--- src/rtl/tdc_ts_fifo.sv ---
// Timestamp capture stage: free-running coarse counter, {coarse,fine}
// words pushed into a FWFT FIFO with occupancy, overflow and drop count.
// Ports: wb_clk_i/wb_rst_i clock and async reset; rst_time_n_i async
//   coarse clear; evt_valid_i/evt_fine_i event in; rd_i pop; dat_o head;
//   empty_o/full_o/count_o occupancy; ovf_o/drop_cnt_o/ovf_clr_i overflow.
module tdc_ts_fifo #(
  parameter int COARSE_W = 24,
  parameter int FINE_W   = 8,
  parameter int DEPTH    = 8,
  parameter int AW       = 3
) (
  input  logic                       wb_clk_i,
  input  logic                       wb_rst_i,
  input  logic                       rst_time_n_i,
  input  logic                       evt_valid_i,
  input  logic [FINE_W-1:0]          evt_fine_i,
  input  logic                       rd_i,
  output logic [COARSE_W+FINE_W-1:0] dat_o,
  output logic                       empty_o,
  output logic                       full_o,
  output logic [AW:0]                count_o,
  output logic                       ovf_o,
  output logic [7:0]                 drop_cnt_o,
  input  logic                       ovf_clr_i
);

  localparam int TW = COARSE_W + FINE_W;
  localparam logic [AW:0] CNT_FULL = (AW+1)'(DEPTH);

  logic                sync1_q, sync2_q;
  logic [COARSE_W-1:0] coarse_q;
  logic [AW-1:0]       wr_ptr_q, rd_ptr_q;
  logic [AW:0]         count_q, count_d;
  logic                ovf_q;
  logic [7:0]          drop_q, drop_d;
  logic [TW-1:0]       mem_q [DEPTH];

  logic rd_ok, wr_ok, drop;

  assign empty_o = (count_q == '0);
  assign full_o  = (count_q == CNT_FULL);

  // A pop on a full FIFO frees the slot the same-cycle push lands in.
  assign rd_ok = rd_i && !empty_o;
  assign wr_ok = evt_valid_i && (!full_o || rd_ok);
  assign drop  = evt_valid_i && !wr_ok;

  assign count_d = count_q + {{AW{1'b0}}, wr_ok}
                           - {{AW{1'b0}}, rd_ok};

  // A drop coinciding with a clear restarts the count at one.
  always_comb begin
    drop_d = drop_q;
    if (drop) begin
      if (ovf_clr_i)
        drop_d = 8'd1;
      else if (drop_q != 8'hFF)
        drop_d = drop_q + 8'd1;
    end else if (ovf_clr_i) begin
      drop_d = 8'd0;
    end
  end

  always_ff @(posedge wb_clk_i or posedge wb_rst_i) begin
    if (wb_rst_i) begin
      sync1_q  <= 1'b0;
      sync2_q  <= 1'b0;
      coarse_q <= '0;
    end else begin
      sync1_q  <= rst_time_n_i;
      sync2_q  <= sync1_q;
      coarse_q <= sync2_q ? coarse_q + 1'b1 : '0;
    end
  end

  always_ff @(posedge wb_clk_i or posedge wb_rst_i) begin
    if (wb_rst_i) begin
      wr_ptr_q <= '0;
      rd_ptr_q <= '0;
      count_q  <= '0;
      ovf_q    <= 1'b0;
      drop_q   <= 8'd0;
    end else begin
      if (wr_ok) wr_ptr_q <= wr_ptr_q + 1'b1;
      if (rd_ok) rd_ptr_q <= rd_ptr_q + 1'b1;
      count_q <= count_d;
      if (drop)
        ovf_q <= 1'b1;
      else if (ovf_clr_i)
        ovf_q <= 1'b0;
      drop_q <= drop_d;
    end
  end

  // Storage needs no reset: it is hidden whenever the FIFO is empty.
  always_ff @(posedge wb_clk_i) begin
    if (wr_ok) mem_q[wr_ptr_q] <= {coarse_q, evt_fine_i};
  end

  assign dat_o      = empty_o ? '0 : mem_q[rd_ptr_q];
  assign count_o    = count_q;
  assign ovf_o      = ovf_q;
  assign drop_cnt_o = drop_q;

endmodule
--- config.mk ---
export PLATFORM = sky130hd
export DESIGN_NAME = tdc_ts_fifo
export DESIGN_NICKNAME = d
export VERILOG_FILES = /design/src/rtl/tdc_ts_fifo.sv
export SDC_FILE = /design/constraint.sdc
export NUM_CORES = 1
export LEC_CHECK = 0
export CORE_MARGIN = 3
export CORE_UTILIZATION = 60
export DETAILED_ROUTE_END_ITERATION = 7
export PLACE_DENSITY_LB_ADDON = 0.08
export SYNTH_ARGS = -nofsm -noshare
export SYNTH_HDL_FRONTEND = slang
export SYNTH_SLANG_ARGS = --single-unit
--- constraint.sdc ---
create_clock -name wb_clk_i -period 4.92 [get_ports wb_clk_i]
set_clock_uncertainty 0.05 [all_clocks]
set_input_delay 1.476 -clock wb_clk_i [delete_from_list [all_inputs] [get_ports wb_clk_i]]
set_output_delay 1.476 -clock wb_clk_i [all_outputs]
set_load 0.02 [all_outputs]
## After elaboration in Yosys (flattened, before gate mapping)

Memory sizes are Yosys's and may differ from the RTL's.
Cells that the tools add are included.

| storage, ports and cells | value |
|---|---|
| RAM bits | 256 |
| memories kept | 1 |
| flip-flop bits (word level) | 45 |
| logic and storage cells | 38 |
| bits of input ports | 14 |
| output and inout port bits | 47 |

Memory list:

| memory | words | width | rd ports | clocked after Yosys merged registers in | write ports | line | RTL |
|---|---|---|---|---|---|---|---|
| mem_q | 8 | 32 | 1 | 0 | 1 | 36 | `logic [TW-1:0] mem_q [DEPTH];` |

| operators by class | value |
|---|---|
| reduce and logical (&&, ||, !) cells | 11 |
| multiplexer cells | 10 |
| equality and inequality tests | 2 |
| $add $sub $neg | 6 |

Operator list:

| kind | number |
|---|---|
| $mux 32 | 1 |
| $mux 8 | 4 |
| $add 24x1->24 const B | 1 |
| $mux 24 | 1 |
| $add 8x1->8 const B | 1 |
| $ne 8x8->1 const B | 1 |
| $add 3x1->3 const B | 2 |
| $add 4x1->4 | 1 |
| $eq 4x4->1 const B | 1 |
| $logic_not 4->1 | 1 |
| $mux 1 | 4 |
| $reduce_bool 2->1 | 2 |
| $sub 4x1->4 | 1 |
| $logic_and 1x1->1 | 3 |
| $logic_not 1->1 | 3 |
| $reduce_and 2->1 | 1 |
| $logic_or 1x1->1 | 1 |

## Logic depth before layout (Yosys ltp)

| depth | value |
|---|---|
| depth after elaboration | 9 |
| depth in mapped cells | 11 |

## Worst setup path before layout

OpenSTA, ideal clock, no wires.

| path | value |
|---|---|
| path kind | input-to-reg |
| start | input port rd_i |
| end | memory mem_q[0][0] (netlist name), enable pin |
| buffers on the path | 0 |
| slack | 0.150 ns |
| library setup time | 0.461 ns |
| stages on the path | 4 |
| arrival | 4.259 ns |
| cells stage by stage | nand2b_1 > a21oi_1 > nand2b_1 > nor3_1 |

| on the way | value |
|---|---|
| word-level cells in the longest chain between the ends | 5 |

RTL lines:

| what | line | RTL |
|---|---|---|
| from (decl) | 17 | `input logic rd_i,` |
| $logic_and 1x1->1 | 44 | `assign rd_ok = rd_i && !empty_o;` |
| $logic_or 1x1->1 | 45 | `assign wr_ok = evt_valid_i && (!full_o \|\| rd_ok);` |
| $logic_and 1x1->1 | 45 |  |
| $mux 1 | 97 | `if (wr_ok) mem_q[wr_ptr_q] <= {coarse_q, evt_fine_i};` |
| $mux 1 (implied by the code) | 97 |  |
| to (decl) | 36 |  |

No other way between the ends.

## Worst setup path after layout

| path | value |
|---|---|
| start | register rd_ptr_q[0] |
| end | output port dat_o[11] |

| on the way | value |
|---|---|
| word-level cells in the longest chain between the ends | 2 |

RTL lines:

| what | line | RTL |
|---|---|---|
| from (decl) | 32 | `logic [AW-1:0] wr_ptr_q, rd_ptr_q;` |
| from (signal assigned) | 85 | `if (rd_ok) rd_ptr_q <= rd_ptr_q + 1'b1;` |
| $mem_v2 8x32 | n/a |  |
| $mux 32 | 100 | `assign dat_o = empty_o ? '0 : mem_q[rd_ptr_q];` |
| to (decl) | 18 | `output logic [COARSE_W+FINE_W-1:0] dat_o,` |

No other way between the ends.

==> flow_metrics.tcl <==
set metrics [dict create \
    ys_seq_area_share_pct 73.7 \
    num_vias 6086 \
    start_kind "flop" \
    crit_path_start "rd_ptr_q[0]" \
    cts_tree "built" \
    nNetsFinal 748 \
    coreArea_um2 19500 \
    fmax_ghz 0.225 \
    hold_buffers 0 \
    drv_slew 0 \
    syn_area_per_cell_um2 18.7 \
    num_antenna_cells 0 \
    place.gp.congestion 0.810 \
    grt_pass1_wl_um 36800 \
    num_rows 51 \
    end_kind "output port" \
    die_area_um2 21700 \
    finalSetupTns_ps 0 \
    cp.arrival_ps 2920 \
    powerDensity_nw_per_um2 577 \
    synthFlopType "edfxtp_1" \
    yosysUniqueCellTypes 41 \
    clk_pin_slew_worst_paths_ps 60 \
    rsz0062_at_grt "false" \
    ant_nets 0 \
    cts_setup_buffers 0 \
    drt_first_pass_iters 4 \
    area_delta_synth_final_pct 16.7 \
    grt_max_degree 46 \
    routed_wl_um 22800 \
    insertion_delay_ps 530 \
    cpPeakStageDelay_ps 720 \
    clockRootBuffer "clkbuf_16" \
    postLayoutCoreUtil_pct 71.5 \
    ir_drop_mv 0.501 \
    max-clock-path-buffers 3 \
    async_reset_ff_share_pct 15.0 \
    final_common_cell "edfxtp_1" \
    worst-path-buf-inv 2 \
    mostFrequentLayoutCells "edfxtp_1 (256), mux4_2 (64), clkdlybuf4s50_1 (60)" \
    wl_per_cell_um 22.5 \
    path_cells "buf_12, mux4_2, mux2i_1, nor2_1, clkdlybuf4s50_1" \
    grt_pass1_vias 6506 \
    antenna_found_initial 0 \
    drive_gt1_share_pct 19.7 \
    worstPathRequired_ps 3390 \
    hpwl_um 13300 \
    r2r-start "count_o[2]" \
    ctsResizeCount 0 \
    grtUsageTotal_pct 21.8 \
    synth_warnings 0 \
    netlist_instances 638 \
    power_mw 8.06 \
    overflow 0 \
    syn_nets 662 \
    cp_max_fo 22 \
    synth_edf_count 256 \
    hold_class "flop to flop" \
    clkSinkCount 301 \
    min_period_over_period_pct 90.3 \
    tightest_slew_ps 1010 \
    setup_violations 0 \
    drt_iter0_markers 395 \
    max_cap_viol_count 0 \
    die_h_um 147 \
    period_needed_ps 4440 \
    outcome "finished clean" \
    crit_family "buffers and inverters" \
    ios 61 \
    crit_path_top_delay_cell "dfrtp_4" \
    drt-vias-per-instance 6.01 \
    start_util_pct 61.2 \
    synth-seq-cells 301 \
    finalHoldViolations 0 \
    die_x_um 147 \
    max_slew_margin_pct 32.3 \
    path_class "flop to output port" \
    port_buffers 60 \
    min-delay-start "sync1_q" \
    numCtsBuffers 29 \
    netlist_area_um2 12000 \
    drc 0 \
    h-tree-depth 1 \
    power.leakage_nw 4.81 \
]
## logic make-up (layout without fill, tap and decap cells)
logic type,Yosys count,count (layout),share of synthesized area (%)
fa+ha+maj,10,10,1.11
compound gates,38,38,1.90
mux,99,99,15.0
simple gates,130,130,5.52
flops,301,301,73.7
buf+inv,42,151,1.45
xor+xnor,18,18,1.32
## Yosys cell counts, drive strengths merged, types with 2 or more instances
| master | n | area [um2] |
|---|---|---|
| dfrtp | 45 | 1130 |
| a31oi | 2 | 12.5 |
| and4 | 5 | 43.8 |
| nand2 | 15 | 56.3 |
| or3 | 12 | 75.1 |
| a21oi | 16 | 80.1 |
| nand2b | 6 | 37.5 |
| ha | 9 | 113 |
| edfxtp | 256 | 7690 |
| o21ai | 14 | 70.1 |
| clkbuf | 10 | 37.5 |
| mux4 | 64 | 1440 |
| and3 | 3 | 18.8 |
| buf | 15 | 67.6 |
| nor2 | 53 | 199 |
| nor4 | 3 | 25.0 |
| mux2i | 34 | 340 |
| nand3 | 13 | 65.1 |
| nor3 | 6 | 30.0 |
| xnor2 | 11 | 96.3 |
| xor2 | 7 | 61.3 |
| nand4 | 8 | 56.3 |
| inv | 16 | 60.1 |
## flip-flops by register name (all words and copies together), names as in the netlist
signal      count
rd_ptr_q        3
ovf_o           1
sync2_q         1
count_o         4
sync1_q         1
drop_cnt_o      8
wr_ptr_q        3
mem_q         256
coarse_q       24
## where the power goes
part	total, mW	internal [mW]	switching [mW]	leakage, nW
clock network	2.00	1.12	0.884	0.426
registers	3.36	3.11	0.253	2.96
logic	2.69	1.36	1.34	1.43
total	8.06	5.58	2.47	4.81
## worst paths after layout
check	to	slack, ps	depth (start not counted)
setup reg to reg	mem_q[5][15]	2260	8
hold reg to reg	sync2_q	340	0
min in group asynchronous	rd_ptr_q[1]	1460	2
hold / removal	sync2_q	340	0
max in group asynchronous	rd_ptr_q[0]	2630	2
setup / recovery	dat_o[11]	480	5
## stage by stage
stage | setup WS (ps) | area (um2) | hold slack [ps] | instances
after detailed placement | 976 | 13100 | 327 | 958
after global routing | 287 | 14000 | 348 | 1012
after CTS | 395 | 14000 | 338 | 1012
after floorplan | 150 | 12000 | 281 | 638
after global placement | 995 | 13100 | 335 | 958
final | 476 | 14000 | 345 | 1012
## routing by layer
metal / vias to the layer above / global-route usage, % / part of all wire, %
met5: - / 0 / 0
met4: 0 / 7.41 / 3.0
met3: 55 / 3.39 / 5.2
met2: 175 / 35.9 / 50
met1: 3150 / 30.6 / 42
li1: 2706 / - / -
## cell type report
class                           count  area (um2)
Multi-Input combinational cell    295        3030
Clock inverter                     14        76.3
Clock buffer                       40         787
Tap cell                          265         332
Inverter                           17        68.8
Timing Repair Buffer               80         838
Fill cell                        1246        5570
Sequential cell                   301        8820
(Power assumes the default switching activity.)
